`src/rtl/mem_port_arbiter.sv`:
```
// mem_port_arbiter: shares one single-port word memory between instruction
// fetch (IF), MEM-stage data access (D) and a debug/loader port (DBG).
// One access is granted per clock; read data returns one cycle later and is
// routed to whoever was granted the read.
//
// rsel (response owner) values:
//   state   | meaning
//   RS_NONE | no read in flight, all rvalid low
//   RS_IF   | last cycle granted an IF read, if_rvalid high
//   RS_D    | last cycle granted a D load, d_rvalid high
//   RS_DBG  | last cycle granted a DBG read, dbg_rvalid high
module mem_port_arbiter #(
  parameter int AW       = 10,
  parameter int DW       = 32,
  parameter int MAX_WAIT = 4
) (
  input  logic          clk,
  input  logic          rst_n,
  input  logic          halt,
  input  logic          if_req,
  input  logic [AW-1:0] if_addr,
  output logic          if_gnt,
  output logic          if_rvalid,
  output logic [DW-1:0] if_rdata,
  input  logic          d_req,
  input  logic          d_we,
  input  logic [AW-1:0] d_addr,
  input  logic [DW-1:0] d_wdata,
  output logic          d_gnt,
  output logic          d_rvalid,
  output logic [DW-1:0] d_rdata,
  input  logic          dbg_req,
  input  logic          dbg_we,
  input  logic [AW-1:0] dbg_addr,
  input  logic [DW-1:0] dbg_wdata,
  output logic          dbg_gnt,
  output logic          dbg_rvalid,
  output logic [DW-1:0] dbg_rdata,
  output logic          mem_en,
  output logic          mem_we,
  output logic [AW-1:0] mem_addr,
  output logic [DW-1:0] mem_wdata,
  input  logic [DW-1:0] mem_rdata
);

  typedef enum logic [1:0] {
    RS_NONE = 2'd0,
    RS_IF   = 2'd1,
    RS_D    = 2'd2,
    RS_DBG  = 2'd3
  } rsel_t;

  localparam logic [3:0] WAIT_MAX = 4'(MAX_WAIT);

  rsel_t      rsel_q, rsel_d;
  logic [3:0] wait_cnt, wait_nxt;
  logic       starve;

  assign starve = (wait_cnt == WAIT_MAX);

  // Fixed priority grant: DBG, starved IF, D, then IF; nothing while in reset.
  always_comb begin
    if_gnt  = 1'b0;
    d_gnt   = 1'b0;
    dbg_gnt = 1'b0;
    if (rst_n) begin
      if (dbg_req) begin
        dbg_gnt = 1'b1;
      end else if (if_req && starve && !halt) begin
        if_gnt = 1'b1;
      end else if (d_req) begin
        d_gnt = 1'b1;
      end else if (if_req && !halt) begin
        if_gnt = 1'b1;
      end
    end
  end

  // Memory port mux from the winner; idle port drives zeros.
  always_comb begin
    mem_en    = if_gnt | d_gnt | dbg_gnt;
    mem_we    = 1'b0;
    mem_addr  = '0;
    mem_wdata = '0;
    if (dbg_gnt) begin
      mem_we    = dbg_we;
      mem_addr  = dbg_addr;
      mem_wdata = dbg_wdata;
    end else if (d_gnt) begin
      mem_we    = d_we;
      mem_addr  = d_addr;
      mem_wdata = d_wdata;
    end else if (if_gnt) begin
      mem_addr  = if_addr;
    end
  end

  // Next response owner and fetch wait count.
  always_comb begin
    rsel_d   = RS_NONE;
    wait_nxt = 4'd0;
    if (dbg_gnt && !dbg_we) begin
      rsel_d = RS_DBG;
    end else if (d_gnt && !d_we) begin
      rsel_d = RS_D;
    end else if (if_gnt) begin
      rsel_d = RS_IF;
    end
    // A denied fetch counts up until it saturates; any grant, drop or halt clears it.
    if (if_req && !if_gnt && !halt) begin
      wait_nxt = starve ? wait_cnt : wait_cnt + 4'd1;
    end
  end

  // State registers with synchronous active-low reset.
  always_ff @(posedge clk) begin
    if (!rst_n) begin
      rsel_q   <= RS_NONE;
      wait_cnt <= 4'd0;
    end else begin
      rsel_q   <= rsel_d;
      wait_cnt <= wait_nxt;
    end
  end

  assign if_rvalid  = (rsel_q == RS_IF);
  assign d_rvalid   = (rsel_q == RS_D);
  assign dbg_rvalid = (rsel_q == RS_DBG);
  assign if_rdata   = if_rvalid  ? mem_rdata : '0;
  assign d_rdata    = d_rvalid   ? mem_rdata : '0;
  assign dbg_rdata  = dbg_rvalid ? mem_rdata : '0;

endmodule

```
`config.mk`:
```
export PLATFORM = sky130hd
export DESIGN_NAME = mem_port_arbiter
export DESIGN_NICKNAME = d
export VERILOG_FILES = /design/src/rtl/mem_port_arbiter.sv
export SDC_FILE = /design/constraint.sdc
export NUM_CORES = 1
export LEC_CHECK = 0
export ABC_AREA = 1
export BUFFER_PORTS_ARGS = -buffer_cell sky130_fd_sc_hd__buf_4
export CAP_MARGIN = 10
export CORE_AREA = 2 2 108 110
export DETAILED_ROUTE_END_ITERATION = 7
export DIE_AREA = 0 0 110 112
export MAX_ROUTING_LAYER = met4
export PLACE_DENSITY = 0.5
export SLEW_MARGIN = 40
export SYNTH_ARGS = -nofsm -noshare
export SYNTH_HDL_FRONTEND = slang
export SYNTH_SLANG_ARGS = --single-unit
```
`constraint.sdc`:
```
create_clock -name clk -period 1.8 [get_ports clk]
set_input_delay 0.09 -clock clk [delete_from_list [all_inputs] [get_ports clk]]
set_output_delay 0.09 -clock clk [all_outputs]
set_load 0.05 [all_outputs]
```
# Word-level counts from Yosys, hierarchy flattened
# Cells that the tools add are included.
# Widths: inputs -> output; s select.
# totals
reg_bits	6
out_inout_bits	146
wordCells	45
# op_classes
addsub	1
eq_ne	4
mux	24
bitwise_logic	2
n_reduce_logical	12
# ops
cell	n
$mux 32	5
$mux 10	3
$mux 1	14
$logic_and 1x1->1	7
$add 4x1->4 const B	1
$eq 2x2->1 const B	2
$eq 4x3->1 const B	1
$logic_not 1->1	4
$mux 2	2
$eq 2x1->1 const B	1
$or 1x1->1	2
$reduce_and 2->1	1

# Longest topological paths before layout
# logic_depth
ltp_word	11
depth_mapped	8

# Least setup slack after synthesis
# Ideal clock, no wire load.
# synth_timing
path_type	register to output
from	register rsel_q[1]
to	output port d_rdata[10]
t_arrival_ps	2099
t_required_ps	1710
slack_ps	-389
path_stages_with_launch	6
path_cell_list	dfxtp_1 > inv_1 > nor2_1 > inv_1 > buf_2 > nor2_1
# synth_between
elab_chain_cells	2
# synth_rtl
element	line	source
from (decl)	55	rsel_t rsel_q, rsel_d;
from (signal assigned)	121	rsel_q <= rsel_d;
$eq 2x2->1	127	assign d_rvalid = (rsel_q == RS_D);
via d_rvalid	30	output logic d_rvalid,
$mux 32	130	assign d_rdata = d_rvalid ? mem_rdata : '0;
to (decl)	31	output logic [DW-1:0] d_rdata,
# The timed path passes the listed nets, and every way through them passes these cells.

# Worst setup path after layout
# layout_timing
from	register wait_cnt[0]
to	output port mem_addr[8]
# layout_between
elab_chain_cells	9
word_cells_on_any_way	12
classes_between	eq/ne (1); mux (9); reduce/logical (2)
# layout_rtl
element	line	source
from (decl)	56	logic [3:0] wait_cnt, wait_nxt;
from (signal assigned)	122	wait_cnt <= wait_nxt;
$eq 4x3->1 *	59	assign starve = (wait_cnt == WAIT_MAX);
$logic_and 1x1->1 * (2 in series)	69	end else if (if_req && starve && !halt) begin
$mux 1	69	
$mux 1	67	if (dbg_req) begin
$mux 1	66	if (rst_n) begin
$mux 10	93	end else if (if_gnt) begin
$mux 10 *	89	end else if (d_gnt) begin
$mux 10 *	85	if (dbg_gnt) begin
to (decl)	41	output logic [AW-1:0] mem_addr,
# Every way passes the cells marked *; elsewhere a longest branch is shown, timed or not.

==> summary.md <==
| Metric | Value |
|---|---|
| Synthesized cell area | 0.00183 sq mm |
| Slew margin rel. | 0.647 |
| Register bit total from synthesis | 6 |
| Via density per instance | 4.00 |
| First-pass GRT wire length | 14.6 mm |
| Status | finished clean |
| Top_reg_cell synth | dfxtp_1 |
| All-Layer GR Usage | 0.154 |
| Post-layout util | 0.398 |
| CP max stage cell | dfxtp_2 |
| Root Driver | clkbuf_16 |
| Final slew viol count | 0 |
| Seq/Total Area, Yosys | 0.0658 |
| Worst Tran Pin Value | 530 ps |
| Worst path max stage delay | 330 ps |
| Final Cycle Share | 0.969 |
| CP top delay family | simple AND/OR/NAND/NOR gates |
| Final Hold Vio Count | 0 |
| Initial core utilization | 0.163 |
| Die Y | 112 um |
| Commonest cells in the netlist | 105 x nor2_1, 80 x inv_1, 56 x nand2_1, 27 x o21ai_2, 22 x nand3_1 |
| Critical path buffers and inverters | 3 |
| Clock sink total | 6 |
| Dominant cell by count in the synthesized netlist | nor2_1 |
| Worst IR Drop VDD | 0.237 mV |
| Worst path required time | 1710 ps |
| Clock Latency Late Sink | 230 ps |
| Warnings from Yosys | 0 |
| Die width | 110 um |
| Crit-path max FO | 6 |
| CTS Buffer Depth | 2 |
| Syn nets | 485 |
| Worst setup SP type | flop |
| # rows | 39 |
| Synth cell types | 24 |
| CP Class | flop to output port |
| I/O Buffers | 279 |
| Share of cells above drive strength 1 | 0.614 |
| Worst EP arrival | 1650 ps |
| Vias in the first global route | 2911 |
| Global route overflow | 0 |
| Routed vias | 3077 |
| Reg area | 123 sq um |
| First-pass DRT Iterations | 4 |
| Clk slew on worst S/H paths | 30 ps |
| Clk_skew | 1.10 ps |
| Routed length per placed instance | 13.5 um |
| Syn Area/Cell | 5.23 sq um |
| Fin nets | 763 |
| Residual DRC | 0 |
| Crit path time final | 1740 ps |
| Total Power | 1.71 mW |
| CTS tree | built |
| Area of the multi-input gates | 0.00144 sq mm |
| Initial antenna violation count | 1 |
| Hold slack final | 72.1 ps |
| Max frequency | 574 MHz |
| Layout area overhead | 144% |
| Synth area leaders | nor2_1 22%, inv_1 16%, o21ai_2 13% |
| Setup TNS | 0 ps |
| TritonCTS Buffers | 3 |
| CP cell instances | inv_2, ha_4, nand2_2, nor2_4, nand2_8, clkbuf_16, nand3_2, nand3_1, buf_4 |
| Routability cong. | 0.834 |
| Ys async rst share | 0 |
| Synth top area share | 0.216 |
| Hold Path Class | primary input to flop |
| Final setup fails | 0 |
| Leak pwr | 2.61 nW |
| Mapped Cells | 349 |
| Fill cell count | 1173 |
| Core area | 0.0112 sq mm |
| Die area | 0.0123 sq mm |
| DP HPWL | 8.32 mm |
| Power per cell area | 384 mW/mm^2 |
| IO Pins | 280 |
| DRT Wirelength | 10.4 mm |
| Final ANT Viol Nets | 0 |
| Hold Buf Count CTS | 0 |
| Largest net degree at the start of global routing | 43 |
| Maxcap violations | 0 |
| Htree depth | 1 |
| EDFF count, synth | 0 |
| CP Capture Type | output port |
| Area leader, netlist | nor2_1 |
| 1st-iter DRT viols | 148 |
| Cells after DPL | 758 |
| Finished Layout Cells | 769 |
## per-layer routing
layer | global-route usage | vias up | routed length (um)
met5 | - | - | 0
met4 | 0.0287 | 0 | 143
met3 | 0.0304 | 10 | 1040
met2 | 0.296 | 174 | 5530
met1 | 0.159 | 1315 | 3700
li1 | - | 1578 | -
## what timing repair did
action	in CTS	in global routing
pin swaps	4	2
cloned	2	2
gates resized for setup	16	35
endpoints found under the setup margin	45	46
setup buffers	2	1
## through the flow
stage | instance area [sq um] | setup slack (ps)
2_1_floorplan | 1900 | -314
3_3_place_gp | 4100 | 132
3_5_place_dp | 4100 | 104
4_1_cts | 4290 | 3.28
5_1_grt | 4450 | -17.7
6_report | 4450 | 56.6
## where the power goes
group          switching, mW  internal, mW  total [mW]  leakage, nW
sequential           0.00292         0.138       0.141       0.0498
clock                 0.0729         0.285       0.358       0.0370
combinational          0.760         0.450        1.21         2.52
## cell type report
class / instances / share of cell area
antenna: 1 / 0.000563
clock buffer: 3 / 0.0169
inverter: 82 / 0.0692
multi-input combinational: 244 / 0.323
sequential: 6 / 0.0276
tap: 143 / 0.0402
timing repair buffer: 290 / 0.523
## layout by cell type (no fill, tap or decap), drive strengths merged, types with 2 or more instances in the layout
cell type,netlist,layout
buf,14,289
clkbuf,6,4
dfxtp,6,6
ha,2,2
inv,82,82
nand2,61,64
nand3,33,33
nor2,107,107
o21ai,34,34
## state kept, by name, indices dropped and copies added (netlist names)
name and flops:
rsel_q 2, wait_cnt 4
## path summary, 6_finish.rpt
check	from	to	slack (ps)	cells past startpoint
worst max register to register	wait_cnt[0]	rsel_q[1]	390	8
worst min register to register	wait_cnt[0]	wait_cnt[0]	550	4
worst max-delay path	wait_cnt[0]	mem_addr[8]	60	9
worst min-delay path	d_we	rsel_q[1]	70	2
## logic make-up (layout without fill, tap and decap cells)
kind of cell	count (synthesis)	in the layout	synth area share
flip-flops	6	6	0.0658
adder cells (fa/ha/maj)	2	2	0.0137
AND/OR/NAND/NOR	202	205	0.499
AO/OA/AOI/OAI	36	36	0.163
buffers and inverters	102	375	0.254
XOR/XNOR	1	1	0.00480
other	0	1	0
No activity file was read; power rests on OpenSTA's default activity.
